<file path="config.mk">
export PLATFORM = sky130hd
export DESIGN_NAME = sat_counter
export DESIGN_NICKNAME = d
export VERILOG_FILES = /design/src/rtl/count_checker_pkg.sv /design/src/rtl/count_checker_sat_counter.sv
export SDC_FILE = /design/constraint.sdc
export NUM_CORES = 1
export LEC_CHECK = 0
export CORE_MARGIN = 2
export CORE_UTILIZATION = 50
export DETAILED_ROUTE_END_ITERATION = 12
export PLACE_DENSITY = 0.84
export SYNTH_ARGS = -nofsm -noshare
export SYNTH_HDL_FRONTEND = slang
export SYNTH_SLANG_ARGS = --single-unit
</file>
<file path="constraint.sdc">
create_clock -name clk -period 5.1 [get_ports clk]
set_clock_uncertainty 0.2 [all_clocks]
set_input_delay 1.275 -clock clk [delete_from_list [all_inputs] [get_ports clk]]
set_output_delay 1.275 -clock clk [all_outputs]
set_load 0.005 [all_outputs]
</file>
<file path="src/rtl/count_checker_pkg.sv">
// Shared types, default widths and helpers for the counter-stream checker.
package count_checker_pkg;

    // Checker FSM: waiting for a first sample, acquiring lock, locked.
    typedef enum logic [1:0] {
        ST_IDLE = 2'd0,
        ST_ACQ  = 2'd1,
        ST_LOCK = 2'd2
    } state_t;

    localparam int DEF_WIDTH     = 32;
    localparam int DEF_ERR_CNT_W = 16;

    // Increment that sticks at max_val; callers zero-extend narrower values.
    function automatic logic [31:0] sat_inc(input logic [31:0] val,
                                            input logic [31:0] max_val);
        return (val == max_val) ? val : val + 32'd1;
    endfunction

endpackage

</file>
<file path="src/rtl/count_checker_sat_counter.sv">
// Saturating event counter with synchronous clear.
// A simultaneous clear and increment leaves the count at 1 so the event
// that arrived with the clear is not lost.
module sat_counter
    import count_checker_pkg::*;
#(
    parameter int ERR_CNT_W = DEF_ERR_CNT_W
) (
    input  logic                 clk,
    input  logic                 rstn,
    input  logic                 i_clr,
    input  logic                 i_inc,
    output logic [ERR_CNT_W-1:0] o_count
);

    localparam logic [31:0] MAX_VAL = 32'({ERR_CNT_W{1'b1}});

    logic [ERR_CNT_W-1:0] r_count;
    logic [ERR_CNT_W-1:0] w_count_inc;

    assign w_count_inc = ERR_CNT_W'(sat_inc(32'(r_count), MAX_VAL));

    // Count register: increment beats clear, clear-with-increment restarts at 1.
    always_ff @(posedge clk or negedge rstn) begin
        if (!rstn) begin
            r_count <= '0;
        end else if (i_inc) begin
            r_count <= i_clr ? ERR_CNT_W'(1) : w_count_inc;
        end else if (i_clr) begin
            r_count <= '0;
        end
    end

    assign o_count = r_count;

endmodule

</file>
[After elaboration in Yosys (flattened, before gate mapping)]
Index checks and enable logic that the tools add are counted.
Widths: inputs -> output; s select.
Operators by class
  add/subtract/negate cells: 1
  mux-type cells: 4
  equality and inequality tests: 2
  reductions and logical operators: 2
Operators with widths (number)
  $mux 16: 4
  $add 16x1->16 const B: 1
  $eq 16x16->1 const B: 1
  $ne 2x2->1 const B: 1
  $reduce_and 2->1: 1
  $reduce_bool 2->1: 1
Storage, ports and cells
  logic and storage cells: 10
  input bits: 4
  output and inout port bits: 16
  register bits: 16

[Logic depth before layout (Yosys ltp)]
  depth after elaboration: 4
  mapped depth: 7
  gate-level depth less buffers: 6

[Worst setup path before layout]
Ideal clock, no wire load.
  path type: input -> register
  start point: in i_clr
  end point: reg r_count[10], in the netlist o_count[10]
  arrival: 1.820 ns
  buffers on the path: 2
  stages on the path: 3
  setup time: 0.132 ns
  data required time: 4.768 ns
  setup slack: 2.948 ns
  cells stage by stage: buf_1 clkbuf_1 nor2_1
On the way
  word-level cells in the longest chain between the ends: 2
  elaborated cells on any way between the ends: 5
  classes of those cells: eq/ne: 1; mux: 2; reduce/logical: 2
RTL lines
  from (decl): RTL line count_checker_sat_counter.sv:11  | input logic i_clr,
  $ne 2x2->1 (no line), or another cell as far along
  $reduce_and 2->1 (no line) or $mux 16 (tied branches)
  to (signal assigned): RTL line count_checker_sat_counter.sv:28  | r_count <= i_clr ? ERR_CNT_W'(1) : w_count_inc;
  to (decl): RTL line count_checker_sat_counter.sv:18  | logic [ERR_CNT_W-1:0] r_count;
Several ways; a longest one is shown, not always the timed one.
A chain may end at the register's enable or synchronous reset.

[Final worst setup path]
  start point: in i_inc
  end point: reg r_count[11], in the netlist o_count[11]
On the way
  word-level cells in the longest chain between the ends: 2
  elaborated cells on any way between the ends: 3
  classes of those cells: mux: 1; reduce/logical: 2
RTL lines
  from (decl): RTL line count_checker_sat_counter.sv:12  | input logic i_inc,
  $reduce_bool 2->1 (no line)
  $reduce_and 2->1 (no line)
Several ways; a longest one is shown, not always the timed one.

==> reports/results.ini <==
[yosys]
synth_area_leaders=dfrtp_1 41%, xor2_1 9.9%, o211ai_2 6.4%
yosysTopAreaCell=dfrtp_1
synth_edf_count=0
synth_flop_cell=dfrtp_1
ys_types=31
synth_cells=90
synth_seq_cells=16
syn_nets=95
ys_seq_area_frac=0.412
synth_common_cells=16 x dfrtp_1, 14 x nor2_1, 11 x xor2_1
async_flop_share=1.00
postSynthAreaPerCell_um2=10.8
synth_warnings=0
synth.top_cell.area_share=0.412
synth_area_um2=971
yosys.cell_count.top_type=dfrtp_1

[layout]
areaGrowthSynthToFinish_pct=21.5
drive_gt1_frac=0.178
antenna_cells=0
nets=114
largest_reg_flops=16

[route]
drt-wirelength-per-cell_um=12.9
drtIter0Drc=10
wirelength_um=1700
drcViolationCount=0
ant_nets=0
num_vias=741
via_per_inst=5.61
dr.pass1.iters=4

[clock_tree]
clk_latency_ns=0.28
numCtsBuffers=3
cts_root_buf=clkbuf_4
cts_resized=0
cts.htree.levels=1
post_cts_buffers=0
clockBufferDepth=2
cts-hold-fix-buffers=0
cts_sinks=16
clkTransAtPathRegs_ns=0.09
cts_tree=done

[sta]
tightest_slew_ns=0.680
setup_viol=0
rsz0062_at_grt=false
finalSetupTns_ns=0
fmax_ghz=0.349
hold_viol=0
period_share=0.562
slew_headroom=0.545
drv_slew=0
min_period_ns=2.86

[floorplanning]
io_pins=20
die_h_um=48.1
start_util=0.545
design.core.area_um2=1780
dieArea_um2=2310
fp-row-count=15
die_width_um=48.1

[power]
powerDensity_nw_per_um2=181
power_w=0.000214
ir_worst_vdd_mv=0.117
p_leak_nw=0.516

[worst_setup_path]
worstSetupPathType=input port to flop
critPathLaunchType=input port
worstPathArrival_ns=2.86
required_ns=5.10
path_max_fanout=15
critPathCaptureType=flop

[place]
io_buffers=19
gp_congestion=0.802
hpwl_um=1230

[hold_path]
min_path_type=flop to flop

[global_routing]
grt_pass1_vias=721
antenna_found_initial=0
grt_use_total=0.180
grt_overflow=0
grt_max_degree=17
grt_pass1_wl_um=2900

[flow_run]
cap_violations=0

[run_status]
outcome=finished clean

[report_power, final]
| part | internal [W] | switching (W) | leakage [nW] |
|---|---|---|---|
| combinational | 0.00000818 | 0.00000943 | 0.281 |
| sequential | 0.000129 | 0.00000354 | 0.221 |
| clock | 0.0000274 | 0.0000366 | 0.0138 |
[per-stage QoR]
step | util | setup WS (ns) | hold WS, ns | area [um2] | instances
floorplan | - | 2.95 | 0.347 | 971 | 90
finish | 0.662 | 2.24 | 0.365 | 1180 | 132
global placement | 0.649 | 1.99 | 0.348 | 1160 | 129
CTS | 0.662 | 2.26 | 0.372 | 1180 | 132
global route | 0.662 | 2.15 | 0.417 | 1180 | 132
detailed placement | 0.649 | 1.95 | 0.346 | 1160 | 129
[critical path, stage by stage]
cell and delay (ns):
clkdlybuf4s50_1 0.86, o211ai_2 0.23, or3_1 0.35, a21oi_1 0.14
[final cells by class]
class / instances / area (um2)
Fill cell: 157 / 603
Inverter: 3 / 11.3
Sequential cell: 16 / 400
Clock buffer: 3 / 22.5
Tap cell: 25 / 31.3
Timing Repair Buffer: 19 / 190
Multi-Input combinational cell: 66 / 524
[placed cells by master (no fill, tap or decap), drive strengths merged]
cell type	n
a211oi	1
a21oi	2
a32o	1
and3	4
and4	3
clkbuf	3
clkdlybuf4s50	19
dfrtp	16
ha	1
inv	3
mux2i	1
nand2	2
nand3	3
nand4	6
nor2	14
nor3	2
o2111ai	3
o211ai	5
o21ai	5
or3	2
xor2	11
[final timing paths]
path	start	end	slack (ns)	depth (start not counted)
max	i_inc	o_count[11]$_DFFE_PN0P_	2.24	4
min	o_count[12]$_DFFE_PN0P_	o_count[12]$_DFFE_PN0P_	0.37	2
max reg2reg	o_count[0]$_DFFE_PN0P_	o_count[11]$_DFFE_PN0P_	3.00	6
min reg2reg	o_count[12]$_DFFE_PN0P_	o_count[12]$_DFFE_PN0P_	0.37	2
max in group asynchronous	rstn	o_count[3]$_DFFE_PN0P_	3.06	1
min in group asynchronous	rstn	o_count[14]$_DFFE_PN0P_	1.20	1
[cell families (layout without fill, tap and decap cells)]
family	count (synthesis)	in the layout	synth area share
flip-flops	16	16	0.412
AO/OA/AOI/OAI	17	17	0.162
AND/OR/NAND/NOR	36	36	0.255
buffers and inverters	8	25	0.0477
XOR/XNOR	11	11	0.0992
adder cells (fa/ha/maj)	1	1	0.0129
multiplexers	1	1	0.0103
[per-layer routing]
metal,track usage,share of wire,up-vias,wire length (um)
met5,0,0,-,0
li1,-,-,363,-
met4,0.0865,0.015,0,25
met1,0.235,0.46,359,790
met3,0.0377,0.044,4,74
met2,0.283,0.48,15,812
(Power assumes the default switching activity.)
